--- config.mk ---
export PLATFORM = sky130hd
export DESIGN_NAME = pipe_hazard_ctrl_flat
export DESIGN_NICKNAME = d
export VERILOG_FILES = /design/src/rtl/pipe_hazard_ctrl_if.sv /design/src/rtl/pipe_hazard_ctrl.sv /design/src/flat_wrapper.sv
export SDC_FILE = /design/constraint.sdc
export NUM_CORES = 1
export LEC_CHECK = 0
export ABC_AREA = 1
export CORE_MARGIN = 4
export CORE_UTILIZATION = 41
export DETAILED_ROUTE_END_ITERATION = 16
export PLACE_DENSITY_LB_ADDON = 0.12
export SYNTH_ARGS = -nofsm -noshare
export SYNTH_HDL_FRONTEND = slang
export SYNTH_SLANG_ARGS = --single-unit
--- constraint.sdc ---
create_clock -name clk_in -period 1.4 [get_ports clk_in]
set_input_delay 0.14 -clock clk_in [delete_from_list [all_inputs] [get_ports clk_in]]
set_output_delay 0.14 -clock clk_in [all_outputs]
set_load 0.05 [all_outputs]
--- src/rtl/pipe_hazard_ctrl_if.sv ---
// Bundle of hazard-controller signals between the pipeline datapath and the
// central pipeline controller. The datapath side is the master, the controller
// is the slave.
interface pipe_hazard_ctrl_if #(
    parameter int INDEX = 5,
    parameter int CNT_W = 16
);
    // Hazard-detection inputs from the pipeline stages
    logic [INDEX-1:0] id_rs1_in;
    logic [INDEX-1:0] id_rs2_in;
    logic             id_uses_rs1_in;
    logic             id_uses_rs2_in;
    logic [INDEX-1:0] ex_rs1_in;
    logic [INDEX-1:0] ex_rs2_in;
    logic [INDEX-1:0] ex_rd_in;
    logic             ex_mem_read_in;
    logic             branch_taken_in;
    logic [INDEX-1:0] mem_rd_in;
    logic             mem_reg_write_in;
    logic             mem_access_in;
    logic [INDEX-1:0] wb_rd_in;
    logic             wb_reg_write_in;
    logic             dmem_ack_in;

    // Control outputs toward the pipeline and the data memory
    logic             dmem_req_out;
    logic             pc_en_out;
    logic             ifid_en_out;
    logic             ifid_flush_out;
    logic             idex_en_out;
    logic             idex_flush_out;
    logic             exmem_en_out;
    logic             memwb_bubble_out;
    logic [1:0]       forward_a_out;
    logic [1:0]       forward_b_out;
    logic             dmem_err_out;
    logic [CNT_W-1:0] stall_cnt_out;

    modport master (
        output id_rs1_in, id_rs2_in, id_uses_rs1_in, id_uses_rs2_in,
        output ex_rs1_in, ex_rs2_in, ex_rd_in, ex_mem_read_in, branch_taken_in,
        output mem_rd_in, mem_reg_write_in, mem_access_in,
        output wb_rd_in, wb_reg_write_in, dmem_ack_in,
        input  dmem_req_out, pc_en_out, ifid_en_out, ifid_flush_out,
        input  idex_en_out, idex_flush_out, exmem_en_out, memwb_bubble_out,
        input  forward_a_out, forward_b_out, dmem_err_out, stall_cnt_out
    );

    modport slave (
        input  id_rs1_in, id_rs2_in, id_uses_rs1_in, id_uses_rs2_in,
        input  ex_rs1_in, ex_rs2_in, ex_rd_in, ex_mem_read_in, branch_taken_in,
        input  mem_rd_in, mem_reg_write_in, mem_access_in,
        input  wb_rd_in, wb_reg_write_in, dmem_ack_in,
        output dmem_req_out, pc_en_out, ifid_en_out, ifid_flush_out,
        output idex_en_out, idex_flush_out, exmem_en_out, memwb_bubble_out,
        output forward_a_out, forward_b_out, dmem_err_out, stall_cnt_out
    );
endinterface

--- src/rtl/pipe_hazard_ctrl.sv ---
// Central pipeline controller for the 5-stage core: stage enables/flushes,
// load-use and taken-branch handling, EX forwarding selects, and a
// request/ack FSM that freezes the pipe while the data memory is busy.
module pipe_hazard_ctrl #(
    parameter int INDEX   = 5,
    parameter int CNT_W   = 16,
    parameter int TIMEOUT = 8
) (
    input  logic               clk_in,
    input  logic               rst_in,
    pipe_hazard_ctrl_if.slave  bus
);
    localparam logic [0:0] ST_IDLE  = 1'b0;
    localparam logic [0:0] ST_WAIT  = 1'b1;
    localparam logic [7:0] WAIT_LAST = 8'(TIMEOUT - 1);
    localparam logic [CNT_W-1:0] CNT_ONE = {{(CNT_W-1){1'b0}}, 1'b1};

    logic [0:0]       r_state;
    logic [7:0]       r_wait_cnt;
    logic [CNT_W-1:0] r_stall_cnt;

    logic w_idle;
    logic w_wait;
    logic w_memstall;
    logic w_timeout;
    logic w_load_use;
    logic w_pc_en;
    logic w_ifid_en;
    logic w_ifid_flush;
    logic w_idex_en;
    logic w_idex_flush;
    logic w_exmem_en;
    logic w_memwb_bubble;

    // Forward select for one EX operand; MEM beats WB and x0 never forwards.
    function automatic logic [1:0] fwd_sel(
        input logic [INDEX-1:0] rs,
        input logic [INDEX-1:0] mem_rd,
        input logic             mem_wr,
        input logic [INDEX-1:0] wb_rd,
        input logic             wb_wr
    );
        logic [1:0] sel;
        if (mem_wr && (mem_rd != '0) && (mem_rd == rs)) begin
            sel = 2'b10;
        end else if (wb_wr && (wb_rd != '0) && (wb_rd == rs)) begin
            sel = 2'b01;
        end else begin
            sel = 2'b00;
        end
        return sel;
    endfunction

    // Decode memory-handshake conditions and the load-use hazard.
    always_comb begin
        w_idle     = (r_state == ST_IDLE);
        w_wait     = (r_state == ST_WAIT);
        w_memstall = (w_idle && bus.mem_access_in && !bus.dmem_ack_in) ||
                     (w_wait && !bus.dmem_ack_in && (r_wait_cnt != WAIT_LAST));
        w_timeout  = w_wait && !bus.dmem_ack_in && (r_wait_cnt == WAIT_LAST);
        w_load_use = bus.ex_mem_read_in && (bus.ex_rd_in != '0) &&
                     ((bus.id_uses_rs1_in && (bus.id_rs1_in == bus.ex_rd_in)) ||
                      (bus.id_uses_rs2_in && (bus.id_rs2_in == bus.ex_rd_in)));
    end

    // Stage enables/flushes: memory stall freezes everything, then branch
    // squash, then load-use bubble. The timeout cycle releases the stall but
    // still drops the failed access into MEM/WB as a bubble.
    always_comb begin
        w_pc_en        = 1'b1;
        w_ifid_en      = 1'b1;
        w_ifid_flush   = 1'b0;
        w_idex_en      = 1'b1;
        w_idex_flush   = 1'b0;
        w_exmem_en     = 1'b1;
        w_memwb_bubble = w_timeout;
        if (w_memstall) begin
            w_pc_en        = 1'b0;
            w_ifid_en      = 1'b0;
            w_idex_en      = 1'b0;
            w_exmem_en     = 1'b0;
            w_memwb_bubble = 1'b1;
        end else if (bus.branch_taken_in) begin
            w_ifid_flush = 1'b1;
            w_idex_flush = 1'b1;
        end else if (w_load_use) begin
            w_pc_en      = 1'b0;
            w_ifid_en    = 1'b0;
            w_idex_flush = 1'b1;
        end else begin
            w_pc_en = 1'b1;
        end
    end

    // Drive the interface outputs.
    always_comb begin
        bus.dmem_req_out     = (w_idle && bus.mem_access_in) || w_wait;
        bus.pc_en_out        = w_pc_en;
        bus.ifid_en_out      = w_ifid_en;
        bus.ifid_flush_out   = w_ifid_flush;
        bus.idex_en_out      = w_idex_en;
        bus.idex_flush_out   = w_idex_flush;
        bus.exmem_en_out     = w_exmem_en;
        bus.memwb_bubble_out = w_memwb_bubble;
        bus.dmem_err_out     = w_timeout;
        bus.stall_cnt_out    = r_stall_cnt;
        bus.forward_a_out    = fwd_sel(bus.ex_rs1_in, bus.mem_rd_in, bus.mem_reg_write_in,
                                       bus.wb_rd_in, bus.wb_reg_write_in);
        bus.forward_b_out    = fwd_sel(bus.ex_rs2_in, bus.mem_rd_in, bus.mem_reg_write_in,
                                       bus.wb_rd_in, bus.wb_reg_write_in);
    end

    // Memory request FSM with bounded wait.
    always_ff @(posedge clk_in or negedge rst_in) begin
        if (!rst_in) begin
            r_state    <= ST_IDLE;
            r_wait_cnt <= 8'd0;
        end else begin
            case (r_state)
                ST_IDLE: begin
                    if (bus.mem_access_in && !bus.dmem_ack_in) begin
                        r_state    <= ST_WAIT;
                        r_wait_cnt <= 8'd0;
                    end else begin
                        r_state <= ST_IDLE;
                    end
                end
                ST_WAIT: begin
                    if (bus.dmem_ack_in || (r_wait_cnt == WAIT_LAST)) begin
                        r_state <= ST_IDLE;
                    end else begin
                        r_wait_cnt <= r_wait_cnt + 8'd1;
                    end
                end
                default: begin
                    r_state    <= ST_IDLE;
                    r_wait_cnt <= 8'd0;
                end
            endcase
        end
    end

    // Saturating count of cycles in which the PC is held.
    always_ff @(posedge clk_in or negedge rst_in) begin
        if (!rst_in) begin
            r_stall_cnt <= '0;
        end else if (!w_pc_en && (r_stall_cnt != '1)) begin
            r_stall_cnt <= r_stall_cnt + CNT_ONE;
        end else begin
            r_stall_cnt <= r_stall_cnt;
        end
    end
endmodule

--- src/flat_wrapper.sv ---
// flat-port wrapper written by rule: the top's interface ports become plain ports
module pipe_hazard_ctrl_flat 
#(
    parameter int INDEX   = 5,
    parameter int CNT_W   = 16,
    parameter int TIMEOUT = 8
)
  (clk_in, rst_in, bus_id_rs1_in, bus_id_rs2_in, bus_id_uses_rs1_in, bus_id_uses_rs2_in, bus_ex_rs1_in, bus_ex_rs2_in, bus_ex_rd_in, bus_ex_mem_read_in, bus_branch_taken_in, bus_mem_rd_in, bus_mem_reg_write_in, bus_mem_access_in, bus_wb_rd_in, bus_wb_reg_write_in, bus_dmem_ack_in, bus_dmem_req_out, bus_pc_en_out, bus_ifid_en_out, bus_ifid_flush_out, bus_idex_en_out, bus_idex_flush_out, bus_exmem_en_out, bus_memwb_bubble_out, bus_forward_a_out, bus_forward_b_out, bus_dmem_err_out, bus_stall_cnt_out);
  pipe_hazard_ctrl_if #(.INDEX(INDEX), .CNT_W(CNT_W)) bus_i ();
  input  logic clk_in;
  input  logic rst_in;
  input wire logic [$bits(bus_i.id_rs1_in)-1:0] bus_id_rs1_in;
  input wire logic [$bits(bus_i.id_rs2_in)-1:0] bus_id_rs2_in;
  input wire logic [$bits(bus_i.id_uses_rs1_in)-1:0] bus_id_uses_rs1_in;
  input wire logic [$bits(bus_i.id_uses_rs2_in)-1:0] bus_id_uses_rs2_in;
  input wire logic [$bits(bus_i.ex_rs1_in)-1:0] bus_ex_rs1_in;
  input wire logic [$bits(bus_i.ex_rs2_in)-1:0] bus_ex_rs2_in;
  input wire logic [$bits(bus_i.ex_rd_in)-1:0] bus_ex_rd_in;
  input wire logic [$bits(bus_i.ex_mem_read_in)-1:0] bus_ex_mem_read_in;
  input wire logic [$bits(bus_i.branch_taken_in)-1:0] bus_branch_taken_in;
  input wire logic [$bits(bus_i.mem_rd_in)-1:0] bus_mem_rd_in;
  input wire logic [$bits(bus_i.mem_reg_write_in)-1:0] bus_mem_reg_write_in;
  input wire logic [$bits(bus_i.mem_access_in)-1:0] bus_mem_access_in;
  input wire logic [$bits(bus_i.wb_rd_in)-1:0] bus_wb_rd_in;
  input wire logic [$bits(bus_i.wb_reg_write_in)-1:0] bus_wb_reg_write_in;
  input wire logic [$bits(bus_i.dmem_ack_in)-1:0] bus_dmem_ack_in;
  output wire logic [$bits(bus_i.dmem_req_out)-1:0] bus_dmem_req_out;
  output wire logic [$bits(bus_i.pc_en_out)-1:0] bus_pc_en_out;
  output wire logic [$bits(bus_i.ifid_en_out)-1:0] bus_ifid_en_out;
  output wire logic [$bits(bus_i.ifid_flush_out)-1:0] bus_ifid_flush_out;
  output wire logic [$bits(bus_i.idex_en_out)-1:0] bus_idex_en_out;
  output wire logic [$bits(bus_i.idex_flush_out)-1:0] bus_idex_flush_out;
  output wire logic [$bits(bus_i.exmem_en_out)-1:0] bus_exmem_en_out;
  output wire logic [$bits(bus_i.memwb_bubble_out)-1:0] bus_memwb_bubble_out;
  output wire logic [$bits(bus_i.forward_a_out)-1:0] bus_forward_a_out;
  output wire logic [$bits(bus_i.forward_b_out)-1:0] bus_forward_b_out;
  output wire logic [$bits(bus_i.dmem_err_out)-1:0] bus_dmem_err_out;
  output wire logic [$bits(bus_i.stall_cnt_out)-1:0] bus_stall_cnt_out;
  assign bus_i.id_rs1_in = bus_id_rs1_in;
  assign bus_i.id_rs2_in = bus_id_rs2_in;
  assign bus_i.id_uses_rs1_in = bus_id_uses_rs1_in;
  assign bus_i.id_uses_rs2_in = bus_id_uses_rs2_in;
  assign bus_i.ex_rs1_in = bus_ex_rs1_in;
  assign bus_i.ex_rs2_in = bus_ex_rs2_in;
  assign bus_i.ex_rd_in = bus_ex_rd_in;
  assign bus_i.ex_mem_read_in = bus_ex_mem_read_in;
  assign bus_i.branch_taken_in = bus_branch_taken_in;
  assign bus_i.mem_rd_in = bus_mem_rd_in;
  assign bus_i.mem_reg_write_in = bus_mem_reg_write_in;
  assign bus_i.mem_access_in = bus_mem_access_in;
  assign bus_i.wb_rd_in = bus_wb_rd_in;
  assign bus_i.wb_reg_write_in = bus_wb_reg_write_in;
  assign bus_i.dmem_ack_in = bus_dmem_ack_in;
  assign bus_dmem_req_out = bus_i.dmem_req_out;
  assign bus_pc_en_out = bus_i.pc_en_out;
  assign bus_ifid_en_out = bus_i.ifid_en_out;
  assign bus_ifid_flush_out = bus_i.ifid_flush_out;
  assign bus_idex_en_out = bus_i.idex_en_out;
  assign bus_idex_flush_out = bus_i.idex_flush_out;
  assign bus_exmem_en_out = bus_i.exmem_en_out;
  assign bus_memwb_bubble_out = bus_i.memwb_bubble_out;
  assign bus_forward_a_out = bus_i.forward_a_out;
  assign bus_forward_b_out = bus_i.forward_b_out;
  assign bus_dmem_err_out = bus_i.dmem_err_out;
  assign bus_stall_cnt_out = bus_i.stall_cnt_out;
  pipe_hazard_ctrl #(.INDEX(INDEX), .CNT_W(CNT_W), .TIMEOUT(TIMEOUT)) u_core (.clk_in(clk_in), .rst_in(rst_in), .bus(bus_i));
endmodule
==> metrics.md <==
| Metric | Value |
|---|---|
| Top delay family on crit path | `simple AND/OR/NAND/NOR gates` |
| Largest net degree at the start of global routing | `26` |
| Final worst setup slack | `-0.424 ns` |
| Syn Area/Cell | `6.85 µm²` |
| Met2 Usage GRT | `44.7%` |
| Drt drc | `0` |
| CP Cell Sequence | `ha_4 > nand4_1 > nand3_2 > nand2_4 > buf_6 > or2_4 > buf_12` |
| Worst Path Arrival | `1.68 ns` |
| Worst r2r dst | `u_core.r_wait_cnt[3]$_DFFE_PN0P_` |
| Max-cap violations | `0` |
| Chip height | `78.2 µm` |
| Fill count | `251` |
| Setup violators final | `31` |
| Syn Std Cell Area | `0.00202 mm²` |
| Post-DP HPWL | `5060 µm` |
| Tmin final | `1.82 ns` |
| Top cells by area, synth | `dfrtp_1, nand2_1, xor2_1` |
| TritonCTS clock tree | `yes` |
| Post-synthesis cell type count | `27` |
| Layout cells sized above 1 | `51.3%` |
| Met1 usage | `27.9%` |
| Num ports | `74` |
| Power after layout | `3260 µW` |
| DRT Pass-1 Iters | `6` |
| Num CTS Buffers | `3` |
| Worst-path clk slew | `0.09 ns` |
| Max-slew violation count | `0` |
| Syn Nets | `342` |
| Leak | `0.00201 µW` |
| Crit path max fanout | `4` |
| Initial DRC count | `160` |
| Async SR Flop Fraction | `100%` |
| Cell with the most instances after synthesis | `nand2_1` |
| Count of yosys warnings during synthesis | `0` |
| CP startpoint kind | `flop` |
| Antenna-violating nets left | `0` |
| Area grow syn2layout | `105%` |
| RSZ-0062 raised after global routing | `yes` |
| Synth Flop Type | `dfrtp_1` |
| Crit path capture type | `primary output` |
| Tightest Pin Transition | `0.385 ns` |
| Largest area contributor in the netlist | `dfrtp_1` |
| TNS Setup | `-6.68 ns` |
| Core Area | `0.00475 mm²` |
| GRT Overall Usage | `24.0%` |
| Root buf cell | `clkbuf_8` |
| Status | `complete, but fails checks` |
| Multi-input gate area | `0.00161 mm²` |
| Fin Clk Skew | `0.00474 ns` |
| Final WL | `7870 µm` |
| H-Tree Depth | `1` |
| Final Core Density | `87.1%` |
| Detailed-route via count | `2609` |
| Die width | `78.2 µm` |
| Post-synthesis cell count | `295` |
| GR peak layer | `met2` |
| Critical-path top delay cell | `dfrtp_1` |
| Worst rel slew slack | `74.1%` |
| Final worst path period share | `130%` |
| Largest stage delay, worst path | `0.41 ns` |
| Clock Tree Buf Depth | `2` |
| Full die area | `0.00612 mm²` |
| Yosys reg bits | `25` |
| Highest clock rate | `548 MHz` |
| Register area share after synthesis | `30.9%` |
| Met3 Usage GRT | `2.87%` |
| Data required time of the critical path | `1.26 ns` |
| R2r setup slk | `-0.32 ns` |
| Worst-Skew Late Latency | `0.27 ns` |
| First-pass GRT wire length | `11900 µm` |
| Final Hold Vio Count | `0` |
| Fin nets | `494` |
| Hold WC Path Type | `in2async` |
| Worst R2R Path Depth | `10` |
| Pwr dens | `788 mW/mm²` |
| Rows | `25` |
| Worst vdd ir | `645 µV` |
| Initial Util | `42.5%` |
| I/O Buffers | `73` |
| Drt wl/cell | `15.3 µm` |
| CP Class | `reg2out` |
| Post-synth top cells | `nand2_1, nand3_1, inv_1` |
| RePlAce Congestion | `0.859` |
| Violated checks | `negative setup slack` |
| Post-synth EDFFs | `0` |
| Clock sink total | `25` |
| R2R Path Start | `u_core.r_wait_cnt[0]$_DFFE_PN0P_` |
| Vias in the first global route | `2630` |
| CP Buf/Inv Count | `2` |
| Flip-flop and latch area | `644 µm²` |
| Initial antenna violation count | `0` |
| Detail-routed via count per cell | `5.09` |
| Overflow after GRT | `0` |
| Antenna cells | `0` |
| Post-synth top area share | `30.9%` |
[registers in the layout, summed over array words and instances, names as in the netlist]
signal / flops
u_core.bus.stall_cnt_out: 16
u_core.r_state: 1
u_core.r_wait_cnt: 8
[cell usage in the layout (no fill, tap or decap), types with 4 or more instances in the layout]
master,netlist,routed
inv_2,8,10
xor2_2,0,4
clkbuf_2,0,4
nand2_2,2,9
nand2_1,90,80
nand4_1,8,8
nor2_4,1,4
dlymetal6s2s_1,0,4
nor2_1,27,19
xor2_1,21,17
nor3_2,1,4
nand3_1,31,11
inv_1,29,25
nor2_2,3,8
o21ai_1,0,5
buf_2,0,8
dfrtp_2,0,15
nand3_2,0,19
dfrtp_1,25,10
dlygate4sd2_1,0,4
clkdlybuf4s50_1,0,18
buf_6,2,11
buf_8,0,6
buf_12,0,25
xnor2_1,12,9
buf_4,5,69
[worst max-delay path by stage]
stage                     cells after the start  slack (ns)                                 endpoint                        startpoint
after CTS                                     7       -0.39                     bus_memwb_bubble_out  u_core.r_wait_cnt[0]$_DFFE_PN0P_
after global placement                       11       -0.41                            bus_pc_en_out                   bus_ex_rd_in[1]
after floorplan                               9       -0.42                            bus_pc_en_out  u_core.r_wait_cnt[0]$_DFFE_PN0P_
final                                         7       -0.42                     bus_memwb_bubble_out  u_core.r_wait_cnt[0]$_DFFE_PN0P_
after global routing                          7       -0.48                     bus_memwb_bubble_out  u_core.r_wait_cnt[1]$_DFFE_PN0P_
after detailed placement                     13       -0.47  u_core.bus.stall_cnt_out[3]$_DFFE_PN0P_                   bus_ex_rd_in[2]
[where the power goes]
part / internal [µW] / switching, µW
Sequential: 816 / 126
Clock: 204 / 248
Combinational: 921 / 947
[kinds of logic (layout without fill, tap and decap cells)]
kind of cell	Yosys count	in the layout	share of synthesized area, %
simple gates	179	180	40.3
buf+inv	45	195	10.1
xor+xnor	33	33	14.3
flops	25	25	30.9
compound gates	11	11	3.03
fa+ha+maj	2	2	1.24
[area by class of cell]
class / count / area share, %
Multi-Input combinational cell: 226 / 38.9
Timing Repair Buffer: 153 / 38.6
Sequential cell: 25 / 15.6
Inverter: 38 / 3.78
Tap cell: 67 / 2.02
Clock buffer: 4 / 1.09
[metal layers]
metal	vias to the layer above	routed length, µm	share of wire (%)
met5	-	0	0
met4	0	187	2.4
met3	18	494	6.3
met2	116	4130	53
met1	1243	3050	39
li1	1232	-	-
[worst reg2reg max path, stage by stage (launching register included)]
cell     delay [ns]
dfrtp_1        0.43
ha_4           0.18
nand4_1        0.10
nand3_2        0.11
nand2_4        0.14
buf_4          0.13
buf_4          0.11
buf_6          0.12
nand2_4        0.05
xor2_1         0.14
nor2_1         0.15
[per-stage QoR]
step | setup slack, ns | hold WS, ns | instance area [µm²] | std cells
floorplan | -0.423 | -0.156 | 2210 | 295
global placement | -0.415 | 0.517 | 3640 | 490
detailed placement | -0.473 | 0.526 | 3640 | 490
CTS | -0.389 | 0.248 | 4000 | 510
global route | -0.478 | 0.262 | 4140 | 513
finish | -0.424 | 0.232 | 4140 | 513
[what timing repair did]
action,in CTS,in global routing
hold buffers,0,0
hold endpoints to repair,0,0
gates resized for setup,112,49
buffers inserted,15,10
cloned,1,0
setup endpoints to repair,36,36
pin swaps,41,19
Note: power is estimated with default switching activity, not from simulation.
